## config.mk

```make
export PLATFORM = sky130hd
export DESIGN_NAME = seq_shifter
export DESIGN_NICKNAME = d
export VERILOG_FILES = /design/src/rtl/seq_shifter.sv
export SDC_FILE = /design/constraint.sdc
export NUM_CORES = 1
export LEC_CHECK = 0
export BUFFER_PORTS_ARGS = -buffer_cell sky130_fd_sc_hd__buf_2
export CAP_MARGIN = 20
export CORE_MARGIN = 1.5
export CORE_UTILIZATION = 35
export DETAILED_ROUTE_END_ITERATION = 8
export SYNTH_ARGS = -nofsm -noshare
export SYNTH_HDL_FRONTEND = slang
export SYNTH_SLANG_ARGS = --single-unit
```

## constraint.sdc

```tcl
create_clock -name clk -period 4.2 [get_ports clk]
set_input_delay 0.21 -clock clk [delete_from_list [all_inputs] [get_ports clk]]
set_output_delay 0.21 -clock clk [all_outputs]
set_load 0.02 [all_outputs]
```

## src/rtl/seq_shifter.sv

```systemverilog
// seq_shifter: multi-cycle shifter performing one single-bit LSL/LSR/ASR/ROL step per clock
module seq_shifter #(
  parameter int WIDTH = 8,
  parameter int AMT_W = $clog2(WIDTH) + 1
) (
  input  logic             clk,
  input  logic             rst,
  input  logic             start,
  input  logic [1:0]       mode,
  input  logic [AMT_W-1:0] amount,
  input  logic [WIDTH-1:0] din,
  output logic [WIDTH-1:0] dout,
  output logic             carry,
  output logic             busy,
  output logic             done
);
  typedef enum logic [1:0] {IDLE, SHIFT, DONE} state_t;
  state_t           state_q;
  logic [1:0]       mode_q;
  logic [AMT_W-1:0] cnt_q;
  logic [WIDTH-1:0] dout_q, step_d;
  logic             carry_q, step_c_d, busy_q, done_q;
  // one single-bit step of the working register for the captured mode
  always_comb begin
    step_d = mode_q == 2'b00 ? {dout_q[WIDTH-2:0], 1'b0} :
             mode_q == 2'b01 ? {1'b0, dout_q[WIDTH-1:1]} :
             mode_q == 2'b10 ? {dout_q[WIDTH-1], dout_q[WIDTH-1:1]} :
                               {dout_q[WIDTH-2:0], dout_q[WIDTH-1]};
    step_c_d = (mode_q[0] ^ mode_q[1]) ? dout_q[0] : dout_q[WIDTH-1];
  end
  // control FSM with registered outputs; reset wins over everything
  always_ff @(posedge clk) begin
    if (rst) begin
      state_q <= IDLE;
      mode_q  <= '0;
      cnt_q   <= '0;
      dout_q  <= '0;
      carry_q <= 1'b0;
      busy_q  <= 1'b0;
      done_q  <= 1'b0;
    end else begin
      case (state_q)
        IDLE: if (start) begin
          dout_q  <= din;
          mode_q  <= mode;
          cnt_q   <= amount;
          carry_q <= 1'b0;
          busy_q  <= 1'b1;
          done_q  <= amount == '0;
          state_q <= amount == '0 ? DONE : SHIFT;
        end
        SHIFT: begin
          dout_q  <= step_d;
          carry_q <= step_c_d;
          cnt_q   <= cnt_q - AMT_W'(1);
          done_q  <= cnt_q == AMT_W'(1);
          state_q <= cnt_q == AMT_W'(1) ? DONE : SHIFT;
        end
        default: begin
          busy_q  <= 1'b0;
          done_q  <= 1'b0;
          state_q <= IDLE;
        end
      endcase
    end
  end
  assign dout  = dout_q;
  assign carry = carry_q;
  assign busy  = busy_q;
  assign done  = done_q;
endmodule

```

After elaboration in Yosys (flattened, before gate mapping). Index checks and enable logic that the tools add are counted.

Mux-type cells: 18. Equality and inequality tests: 6. Reduce and logical (&&, ||, !) cells: 8. $add $sub $neg: 1. Bitwise operators: 2.

Operators by type and width (count): $mux 8 (4); $pmux 8 s2 (1); $pmux 4 s2 (1); $mux 2 (3); $pmux 1 s2 (3); $reduce_and 2->1 (3); $eq 2x1->1 const B (2); $eq 4x1->1 const B (1); $logic_not 2->1 (2); $logic_not 4->1 (1); $mux 1 (4); $mux 4 (1); $ne 4x4->1 const B (1); $pmux 2 s2 (1); $sub 4x1->4 const B (1); $reduce_and 3->1 (1); $eq 2x2->1 const B (1); $ne 2x2->1 const B (1); $reduce_bool 2->1 (1); $not 1->1 (1); $xor 1x1->1 (1).

Output and inout bits: 11. Register bits: 19.

Logic depth before layout (Yosys ltp).
Depth in word-level cells: 5. Gate-level depth with buffers: 5. Depth with buffers taken out: 5.

Worst setup path after synthesis. Ideal clock, no wire load.

Path type: register -> register. Start point: register mode_q[0]. End point: register dout_q[0] (netlist: dout[0]). Arrival: 1374 ps. Buffers on the path: 0. Stages on the path, launching flop included: 6. Path slack: 2756 ps. Cell sequence: dfxtp_1 > inv_1 > ha_1 > or3b_1 > a211o_1 > a21oi_1.

Cells in the longest elaborated chain, start to end: 5. Elaborated cells on any way between the ends: 7.

RTL lines: start: declaration (RTL line 19) `logic [1:0] mode_q;`; start signal: assignment (RTL line 45) `mode_q <= mode;`; $eq 2x2->1 (RTL line 27) `mode_q == 2'b10 ? {dout_q[WIDTH-1], dout_q[WIDTH-1:1]} :`; $mux 8 (RTL line 27); $mux 8 (RTL line 26) `mode_q == 2'b01 ? {1'b0, dout_q[WIDTH-1:1]} :`; $mux 8 (*) (RTL line 25) `step_d = mode_q == 2'b00 ? {dout_q[WIDTH-2:0], 1'b0} :`; $pmux 8 s2 (*) (RTL line 42) `case (state_q)`; end signal: assignment (RTL line 44) `dout_q <= din;`; end signal: assignment (RTL line 53) `dout_q <= step_d;`; end: declaration (RTL line 21) `logic [WIDTH-1:0] dout_q, step_d;`.

Mark *: on every way between the ends. The rest lies on a longest branch, timed or not. The select of a mux whose other input is x is not followed. A chain may end at the register's enable or synchronous reset.

==> results.yml <==
outcome:
  status: "completed"
cells_and_area:
  drive_gt1_share_pct: 27.3
  nNetsFinal: 179
  syn_to_final_growth_pct: 16.4
  final_common_cell: "buf_2"
  num_antenna_cells: 0
  layout_common_cells: "buf_2 (27), dfxtp_1 (18), nand3_1 (11)"
  final.fill_count: 322
worst_setup_path:
  arrival_ns: 1.41
  startpoint: "state_q[1]$_SDFFE_PP0P_"
  path_cells: "buf_2"
  critical_path_depth: 1
  critical_path_buf_inv_count: 1
  crit_path_end_kind: "primary output"
  crit_path_max_fanout: 21
  rr_worst_depth: 5
  slowest_stage: "dfxtp_1"
  cp_top_family: "flip-flops"
  r2r-start: "mode_q[0]$_SDFFE_PP0P_"
  reg2reg_setup_slack_ns: 2.64
  startpoint_type: "flip-flop"
  crit_end: "done"
  criticalPathCategory: "reg -> out"
  required_ns: 3.99
  max_stage_delay_ns: 0.82
  r2r_end: "dout[0]$_SDFFE_PP0P_"
logic_synthesis:
  netlist_area_um2: 1130
  ys_seq_area_share_pct: 31.9
  synth_cells: 130
  ys.flop_type: "dfxtp_1"
  async_flop_share_pct: 0
  syn_avg_cell_area_um2: 8.68
  synth_edf_count: 0
  syn_nets: 154
  yosysUniqueCellTypes: 38
  yosysWarnings: 0
  ys_seq_elements: 18
global_routing:
  grt_pass1_vias: 958
  track_usage_pct: 16.2
  grt_start_max_net_pins: 22
  grt_pass1_wl_um: 4350
  antenna_found_initial: 0
  grt_overflow_total: 0
pwr:
  vdd_drop_max_uv: 168
  total_power_mw: 0.448
  total_leakage_power_nw: 0.545
  p_per_area_nw_per_um2: 341
routing:
  wire_per_inst_um: 13.1
  drtAntennaViolNets: 0
  drtIter0Drc: 26
  drcViolationCount: 0
  num_vias: 1042
  dr.pass1.iters: 4
  vias_per_cell: 5.26
  wl_um: 2600
clock_tree:
  cts.clk_slew.worst_paths_ns: 0.12
  cts_tree: "yes"
  cts_hold_buffers: 0
  clk_path_buf_depth: 2
  clock-root-buffer: "clkbuf_4"
  post_cts_resize_count: 0
  clkLatencyLatePin_ns: 0.30
  cts_buffers: 3
  clock_sinks: 18
  h-tree-depth: 1
  cts_setup_buffers: 0
die:
  die_w_um: 59.8
  coreArea_um2: 3050
  die_h_um: 59.8
  dieArea_um2: 3570
  io-pin-count: 28
  initial_core_util_pct: 37.0
  fp-row-count: 20
placed_design:
  place.gp.congestion: 0.829
  port_buffers: 27
  post-dp-hpwl_um: 1900
sta:
  post-route-period-util_pct: 38.7
  setup_viol: 0
  worst_slew_pin_slew_ns: 0.733
  rsz0062_at_grt: "false"
  drv_slew: 0
  skew_ns: 0.00475
  finalSetupTns_ns: 0
  max_freq_mhz: 615
  slew_headroom_pct: 51.1
  fin_crit_ns: 1.62
  timing.final.hold_violations: 0
run:
  maxCapViolations: 0
worst_hold_path:
  hp-class: "in -> reg"
-- layer usage --
metal	GRT usage (%)	up-vias	wire length (um)
li1	-	532	-
met1	22.4	485	1270
met2	24.2	21	1200
met3	2.81	4	93
met4	7.94	0	25
met5	0	-	0
-- stage by stage --
stage                     cell area, um2  utilization [%]  instances  hold slack, ns  worst slack [ns]
final                               1310             43.0        198           0.135              2.58
after global routing                1310             43.0        198           0.138              2.47
after CTS                           1310             43.0        198           0.134              2.56
after detailed placement            1280             41.8        194           0.458              2.65
after global placement              1280             41.8        194           0.452              2.67
after floorplan                     1130                -        130           0.357              2.76
-- flip-flops by register name (all words and copies together), names as in the netlist --
| name | count |
|---|---|
| cnt_q | 4 |
| carry | 1 |
| dout | 8 |
| busy | 1 |
| mode_q | 2 |
| state_q | 2 |
-- where the power goes --
part           leakage [nW]  internal [mW]  total (mW)  switching (mW)
clock                0.0210         0.0529       0.114          0.0610
sequential            0.149          0.189       0.210          0.0217
combinational         0.375         0.0546       0.124          0.0691
total                 0.545          0.296       0.448           0.152
-- worst min-delay path by stage --
| stage | from | to | slack [ns] | cells past startpoint |
|---|---|---|---|---|
| detailed placement | mode[0] | mode_q[0]$_SDFFE_PP0P_ | 0.46 | 3 |
| finish | mode[0] | mode_q[0]$_SDFFE_PP0P_ | 0.14 | 3 |
| floorplan | mode[0] | mode_q[0]$_SDFFE_PP0P_ | 0.36 | 2 |
| CTS | mode[0] | mode_q[0]$_SDFFE_PP0P_ | 0.13 | 3 |
| global placement | mode[0] | mode_q[0]$_SDFFE_PP0P_ | 0.45 | 3 |
| global route | mode[0] | mode_q[0]$_SDFFE_PP0P_ | 0.14 | 3 |
-- Yosys cell counts (3+ instances only) --
master	n	area, um2
o21bai_1	4	30.0
o21ai_0	8	40.0
nor3_1	4	20.0
ha_1	7	87.6
o21ba_2	3	30.0
mux2i_1	3	30.0
buf_2	3	15.0
nand3_1	11	55.1
a211oi_1	5	37.5
a31oi_1	6	37.5
nor2_1	7	26.3
inv_1	6	22.5
dfxtp_1	18	360
a21oi_1	10	50.1
nand2b_1	8	50.1
-- cell families after synthesis --
| family | count (synthesis) | share of synthesized area [%] |
|---|---|---|
| fa+ha+maj | 7 | 7.76 |
| simple gates | 41 | 22.0 |
| buf+inv | 14 | 5.99 |
| compound gates | 46 | 28.7 |
| mux | 4 | 3.66 |
| flops | 18 | 31.9 |
-- area by class of cell --
| type | instances | area [um2] | area share, % |
|---|---|---|---|
| sequential | 18 | 360 | 27.4 |
| clock buffer | 4 | 36.3 | 2.76 |
| inverter | 7 | 26.3 | 2.00 |
| timing repair buffer | 27 | 135 | 10.3 |
| tap | 44 | 55.1 | 4.19 |
| multi-input combinational | 98 | 701 | 53.3 |
-- tightest hold or removal path, cell delays in order --
cell and delay (ns):
buf_2 0.08, mux2i_1 0.05, nor2_1 0.07
(Power assumes the default switching activity.)
